### src/rtl/ex_stage.sv
`default_nettype none
// ============================================================================
// Module   : ex_stage
// Brief    : Y86 execute stage: ALU, condition evaluation, cmov dstE gating, CC register.
// Revision : 1.0 - initial release
// ============================================================================
module ex_stage #(
  parameter int DATA_W     = 32,
  parameter int STACK_STEP = 4
) (
  input  logic              clk,
  input  logic              rst,
  input  logic [7:0]        ex_icode,
  input  logic [7:0]        ex_ifun,
  input  logic [DATA_W-1:0] ex_valA,
  input  logic [DATA_W-1:0] ex_valB,
  input  logic [DATA_W-1:0] ex_valC,
  input  logic [7:0]        ex_dstE,
  input  logic              M_exc_i,
  input  logic              W_exc_i,
  output logic [DATA_W-1:0] ex_valE_o,
  output logic              ex_Cnd_o,
  output logic [7:0]        ex_dstE_o,
  output logic [2:0]        cc_o
);

  localparam logic [7:0] c_INOP    = 8'h01;
  localparam logic [7:0] c_IRRMOVL = 8'h02;
  localparam logic [7:0] c_IIRMOVL = 8'h03;
  localparam logic [7:0] c_IRMMOVL = 8'h04;
  localparam logic [7:0] c_IMRMOVL = 8'h05;
  localparam logic [7:0] c_IOPL    = 8'h06;
  localparam logic [7:0] c_IJXX    = 8'h07;
  localparam logic [7:0] c_ICALL   = 8'h08;
  localparam logic [7:0] c_IRET    = 8'h09;
  localparam logic [7:0] c_IPUSHL  = 8'h0A;
  localparam logic [7:0] c_IPOPL   = 8'h0B;
  localparam logic [7:0] c_RNONE   = 8'h0F;
  localparam logic       c_ENABLE  = 1'b1;

  localparam logic [3:0] c_ALUADD = 4'h0;
  localparam logic [3:0] c_ALUSUB = 4'h1;
  localparam logic [3:0] c_ALUAND = 4'h2;
  localparam logic [3:0] c_ALUXOR = 4'h3;

  localparam logic [DATA_W-1:0] c_STEP = DATA_W'(STACK_STEP);

  logic [DATA_W-1:0] w_alu_a;
  logic [DATA_W-1:0] w_alu_b;
  logic [3:0]        w_alufun;
  logic [DATA_W-1:0] w_vale;
  logic              w_of;
  logic              w_zf;
  logic              w_sf;
  logic              w_set_cc;
  logic              w_cnd_raw;
  logic              w_cnd;
  logic [2:0]        r_cc;

  always_comb begin
    w_alu_a = '0;
    unique case (ex_icode)
      c_IRRMOVL, c_IOPL:              w_alu_a = ex_valA;
      c_IIRMOVL, c_IRMMOVL, c_IMRMOVL: w_alu_a = ex_valC;
      c_ICALL, c_IPUSHL:              w_alu_a = '0 - c_STEP;
      c_IRET, c_IPOPL:                w_alu_a = c_STEP;
      default:                        w_alu_a = '0;
    endcase
  end

  always_comb begin
    w_alu_b = '0;
    unique case (ex_icode)
      c_IRMMOVL, c_IMRMOVL, c_IOPL, c_ICALL, c_IPUSHL, c_IRET, c_IPOPL: w_alu_b = ex_valB;
      default: w_alu_b = '0;
    endcase
  end

  assign w_alufun = (ex_icode == c_IOPL) ? ex_ifun[3:0] : c_ALUADD;

  // Unsupported OPL functions yield zero but still update flags.
  always_comb begin
    w_vale = '0;
    w_of   = 1'b0;
    unique case (w_alufun)
      c_ALUADD: begin
        w_vale = w_alu_b + w_alu_a;
        w_of   = (w_alu_a[DATA_W-1] == w_alu_b[DATA_W-1]) && (w_vale[DATA_W-1] != w_alu_a[DATA_W-1]);
      end
      c_ALUSUB: begin
        w_vale = w_alu_b - w_alu_a;
        w_of   = (w_alu_a[DATA_W-1] != w_alu_b[DATA_W-1]) && (w_vale[DATA_W-1] != w_alu_b[DATA_W-1]);
      end
      c_ALUAND: w_vale = w_alu_b & w_alu_a;
      c_ALUXOR: w_vale = w_alu_b ^ w_alu_a;
      default: begin
        w_vale = '0;
        w_of   = 1'b0;
      end
    endcase
  end

  assign w_zf     = (w_vale == '0);
  assign w_sf     = w_vale[DATA_W-1];
  assign w_set_cc = (ex_icode == c_IOPL) && (M_exc_i != c_ENABLE) && (W_exc_i != c_ENABLE);

  always_ff @(posedge clk) begin
    if (!rst)
      r_cc <= 3'b100;
    else if (w_set_cc)
      r_cc <= {w_zf, w_sf, w_of};
  end

  // Condition is evaluated against CC as it stood before this cycle's update.
  always_comb begin
    w_cnd_raw = 1'b0;
    unique case (ex_ifun)
      8'd0:    w_cnd_raw = 1'b1;
      8'd1:    w_cnd_raw = (r_cc[1] ^ r_cc[0]) | r_cc[2];
      8'd2:    w_cnd_raw = r_cc[1] ^ r_cc[0];
      8'd3:    w_cnd_raw = r_cc[2];
      8'd4:    w_cnd_raw = ~r_cc[2];
      8'd5:    w_cnd_raw = ~(r_cc[1] ^ r_cc[0]);
      8'd6:    w_cnd_raw = ~(r_cc[1] ^ r_cc[0]) & ~r_cc[2];
      default: w_cnd_raw = 1'b0;
    endcase
  end

  assign w_cnd = ((ex_icode == c_IJXX) || (ex_icode == c_IRRMOVL)) ? w_cnd_raw : 1'b0;

  assign ex_valE_o = w_vale;
  assign ex_Cnd_o  = w_cnd;
  assign ex_dstE_o = ((ex_icode == c_IRRMOVL) && !w_cnd) ? c_RNONE : ex_dstE;
  assign cc_o      = r_cc;

  // c_INOP is listed for completeness; bubbles fall through the defaults above.
  logic w_unused;
  assign w_unused = (ex_icode == c_INOP);

endmodule
`default_nettype wire

### config.mk
export PLATFORM = sky130hd
export DESIGN_NAME = ex_stage
export DESIGN_NICKNAME = d
export VERILOG_FILES = /design/src/rtl/ex_stage.sv
export SDC_FILE = /design/constraint.sdc
export NUM_CORES = 1
export LEC_CHECK = 0
export ABC_AREA = 1
export BUFFER_PORTS_ARGS = -buffer_cell sky130_fd_sc_hd__buf_2
export CELL_PAD_IN_SITES_DETAIL_PLACEMENT = 0
export CELL_PAD_IN_SITES_GLOBAL_PLACEMENT = 1
export CORE_ASPECT_RATIO = 0.7
export CORE_MARGIN = 4
export CORE_UTILIZATION = 33
export DETAILED_ROUTE_END_ITERATION = 12
export PLACE_DENSITY = 0.91
export SLEW_MARGIN = 20
export SYNTH_ARGS = -nofsm -noshare
export SYNTH_HDL_FRONTEND = slang
export SYNTH_SLANG_ARGS = --single-unit
export TNS_END_PERCENT = 20
### constraint.sdc
create_clock -name clk -period 3.2 [get_ports clk]
set_input_delay 0.32 -clock clk [delete_from_list [all_inputs] [get_ports clk]]
set_output_delay 0.32 -clock clk [all_outputs]
set_load 0.02 [all_outputs]
==> out/results.tsv <==
stage	metric	value	unit
critical_path	r2r-start	cc_o[2]	
yosys	synth_seq_cells	3	
route	routed.top_layer	met5	
grt	grt_usage	27.66	%
cells_and_area	utilization	58.54	%
yosys	synth_cell_types	45	
critical_path	endpoint	ex_valE_o[18]	
yosys	synth_nets	1655	
cts	cts_tree	done	
timing	rsz0062_at_grt	true	
route	drc	0	
route	dr_wl_met3	5625	µm
cells_and_area	num-nets-final	2082	
status	violations	setup timing	
route	routed_via_density	5.156	
yosys	synth_area_leaders	nand2_1 24%, inv_1 17%, nand3_1 12%	
cts	cts_hold_buffers	0	
status	status	finished, violations left	
cells_and_area	largest_reg_flops	3	
cts	clk_latency	0.23	ns
timing	finalCritPeriodShare	112.4	%
yosys	yosysWarnings	0	
critical_path	r2r_cells	3	
placement	gp_congestion	1.071	
critical_path	cp-startpoint	ex_icode[7]	
die	fp.dieW	182.7	µm
yosys	synthArstFlopShare	0	%
yosys	synth_top_area_share	24.01	%
critical_path	crit_fanout	11	
cells_and_area	fin_area	12210	µm²
timing	clock.fmax	278.0	MHz
route	wl_met1	15210	µm
die	fp.dieH	130.3	µm
critical_path	cp-start-kind	input pin	
placement	place_area	10210	µm²
cts	cts.sinks	3	
pwr	p_leak	7.316	nW
cts	clkTransAtPathRegs	0.03	ns
yosys	synth_edf_count	0	
grt	grt_pass1_wl	52720	µm
route	drt_iter0_markers	1261	
cells_and_area	instances_no_fill	2167	
die	start_util	33.79	%
route	dr_wl_met2	14950	µm
run	maxCapViolations	0	
yosys	synth_most_common_cell	nand2_1	
critical_path	endpoint_kind	output port	
timing	hold_viol_final	0	
yosys	synth_ff_type	dfxtp_1	
placement	portBuffers	167	
cells_and_area	diodes	0	
die	die-area	23800	µm²
timing	fin_crit	3.597	ns
route	vias	11170	
route	ant_nets	0	
critical_path	crit_type	in2out	
critical_path	critPathArrivalTime	3.28	ns
grt	antenna_found_initial	0	
die	io_pins	168	
min_path	hp-class	in2reg	
yosys	yosysSeqAreaShare	0.8520	%
yosys	synth_area	7049	µm²
timing	slew_violations	0	
pwr	power_density	95.24	nW/µm²
placement	dp.cells	2131	
yosys	avgSynthCellArea	4.812	µm²
grt	grt_pass1_vias	10220	
grt	grt_max_degree	25	
timing	setup_slack	-0.3970	ns
cts	numCtsBuffers	3	
yosys	yosys.area.top_type	nand2_1	
cts	htree_levels	1	
critical_path	cp.required	2.88	ns
yosys	synthTopCellsByCount	451 x nand2_1, 325 x inv_1, 172 x nand3_1	
die	rows	44	
critical_path	reg2reg_to	cc_o[2]	
timing	skew	0	ns
critical_path	rrSetupSlack	2.42	ns
route	dr.pass1.iters	6	
cts	cts.root.buffer_cell	clkbuf_16	
timing	worstMarginPinSlew	0.8598	ns
pwr	ir_drop	115.8	µV
yosys	syn_inst	1465	
die	core_area	20870	µm²
timing	slew_headroom	42.67	%
route	wl_per_cell	16.89	µm
cells_and_area	drive_gt1_share	40.93	%
cells_and_area	syn2layout_area_growth	73.27	%
placement	dp_hpwl	28760	µm
cts	clock_path_buffers	2	
grt	overflow	0	
timing	setup_viol	30	
route	drt_wl_total	36600	µm
critical path: stages:
cell,delay [ns]
buf_6,0.10
nor2_4,0.12
nand2_4,0.10
buf_6,0.15
inv_2,0.06
nand2_2,0.07
nor2_4,0.12
buf_12,0.18
buf_12,0.18
a221oi_4,0.06
ha_4,0.33
inv_2,0.08
nand2_1,0.08
nand2_1,0.11
inv_1,0.14
nand3_2,0.15
nand2_1,0.12
nand2_1,0.09
buf_4,0.15
nand2_1,0.07
nand2_1,0.06
nand2_1,0.06
nand3_1,0.06
nand3b_1,0.18
buf_6,0.14
repair_timing:
item	in CTS	in global routing
setup buffers	9	21
cloned	2	2
pin swaps	12	56
endpoints found under the setup margin	33	34
gates resized for setup	132	247
per-stage QoR:
stage | power, mW | worst slack [ns] | setup TNS (ns) | hold slack [ns]
2_1_floorplan | 0.4202 | 0.002710 | 0 | 0.4654
3_3_place_gp | 0.7808 | -0.6333 | -13.26 | 0.5296
3_5_place_dp | 0.7919 | -0.6932 | -15.24 | 0.5555
4_1_cts | 1.049 | -0.4759 | -10.11 | 0.3766
5_1_grt | 1.244 | -0.5537 | -12.76 | 0.4132
6_report | 1.163 | -0.3970 | -7.875 | 0.3902
layout make-up:
cell class | instances | area, µm²
Multi-Input combinational cell | 1077 | 7039
Timing Repair Buffer | 469 | 3418
Sequential cell | 3 | 60.06
Tap cell | 276 | 345.3
Inverter | 338 | 1272
Clock buffer | 4 | 78.83
Fill cell | 1958 | 8651
layout by cell type, fill, tap and decap left out, drive strengths merged, types with 3 or more instances in the layout:
cell type  count
nor2         165
o21ai         36
o211ai         3
o22ai         18
nand4         16
ha            64
dfxtp          3
nor4           4
nand3b         5
clkinv         3
nand2        457
inv          334
buf          468
a21oi         54
or2            5
o21bai         8
xor2           4
nand3        173
a221oi        29
xnor2          3
nor3          19
clkbuf         5
metal layers:
| layer | GRT usage, % | vias up |
|---|---|---|
| li1 | - | 5423 |
| met1 | 39.84 | 4994 |
| met2 | 40.79 | 677 |
| met3 | 8.192 | 76 |
| met4 | 5.602 | 2 |
| met5 | 0 | - |
worst min-delay path by stage:
stage / end / from / cells past startpoint / slack (ns)
2_1_floorplan: cc_o[0] / rst / 2 / 0.47
3_3_place_gp: cc_o[0] / cc_o[0] / 2 / 0.53
3_5_place_dp: cc_o[0] / cc_o[0] / 2 / 0.56
4_1_cts: cc_o[0] / rst / 3 / 0.38
5_1_grt: cc_o[0] / rst / 3 / 0.41
6_report: cc_o[0] / rst / 3 / 0.39
report_power, final:
group / total [mW] / internal, mW / switching [mW]
clock: 0.205 / 0.165 / 0.0397
sequential: 0.0377 / 0.0377 / 0.0000494
combinational: 0.921 / 0.389 / 0.531
total: 1.16 / 0.592 / 0.571
logic make-up after synthesis:
group / share of synthesized area, %
compound gates: 13.93
xor+xnor: 0.8697
fa+ha+maj: 11.93
buf+inv: 21.49
flops: 0.8520
simple gates: 50.92
Note: power is estimated with default switching activity, not from simulation.
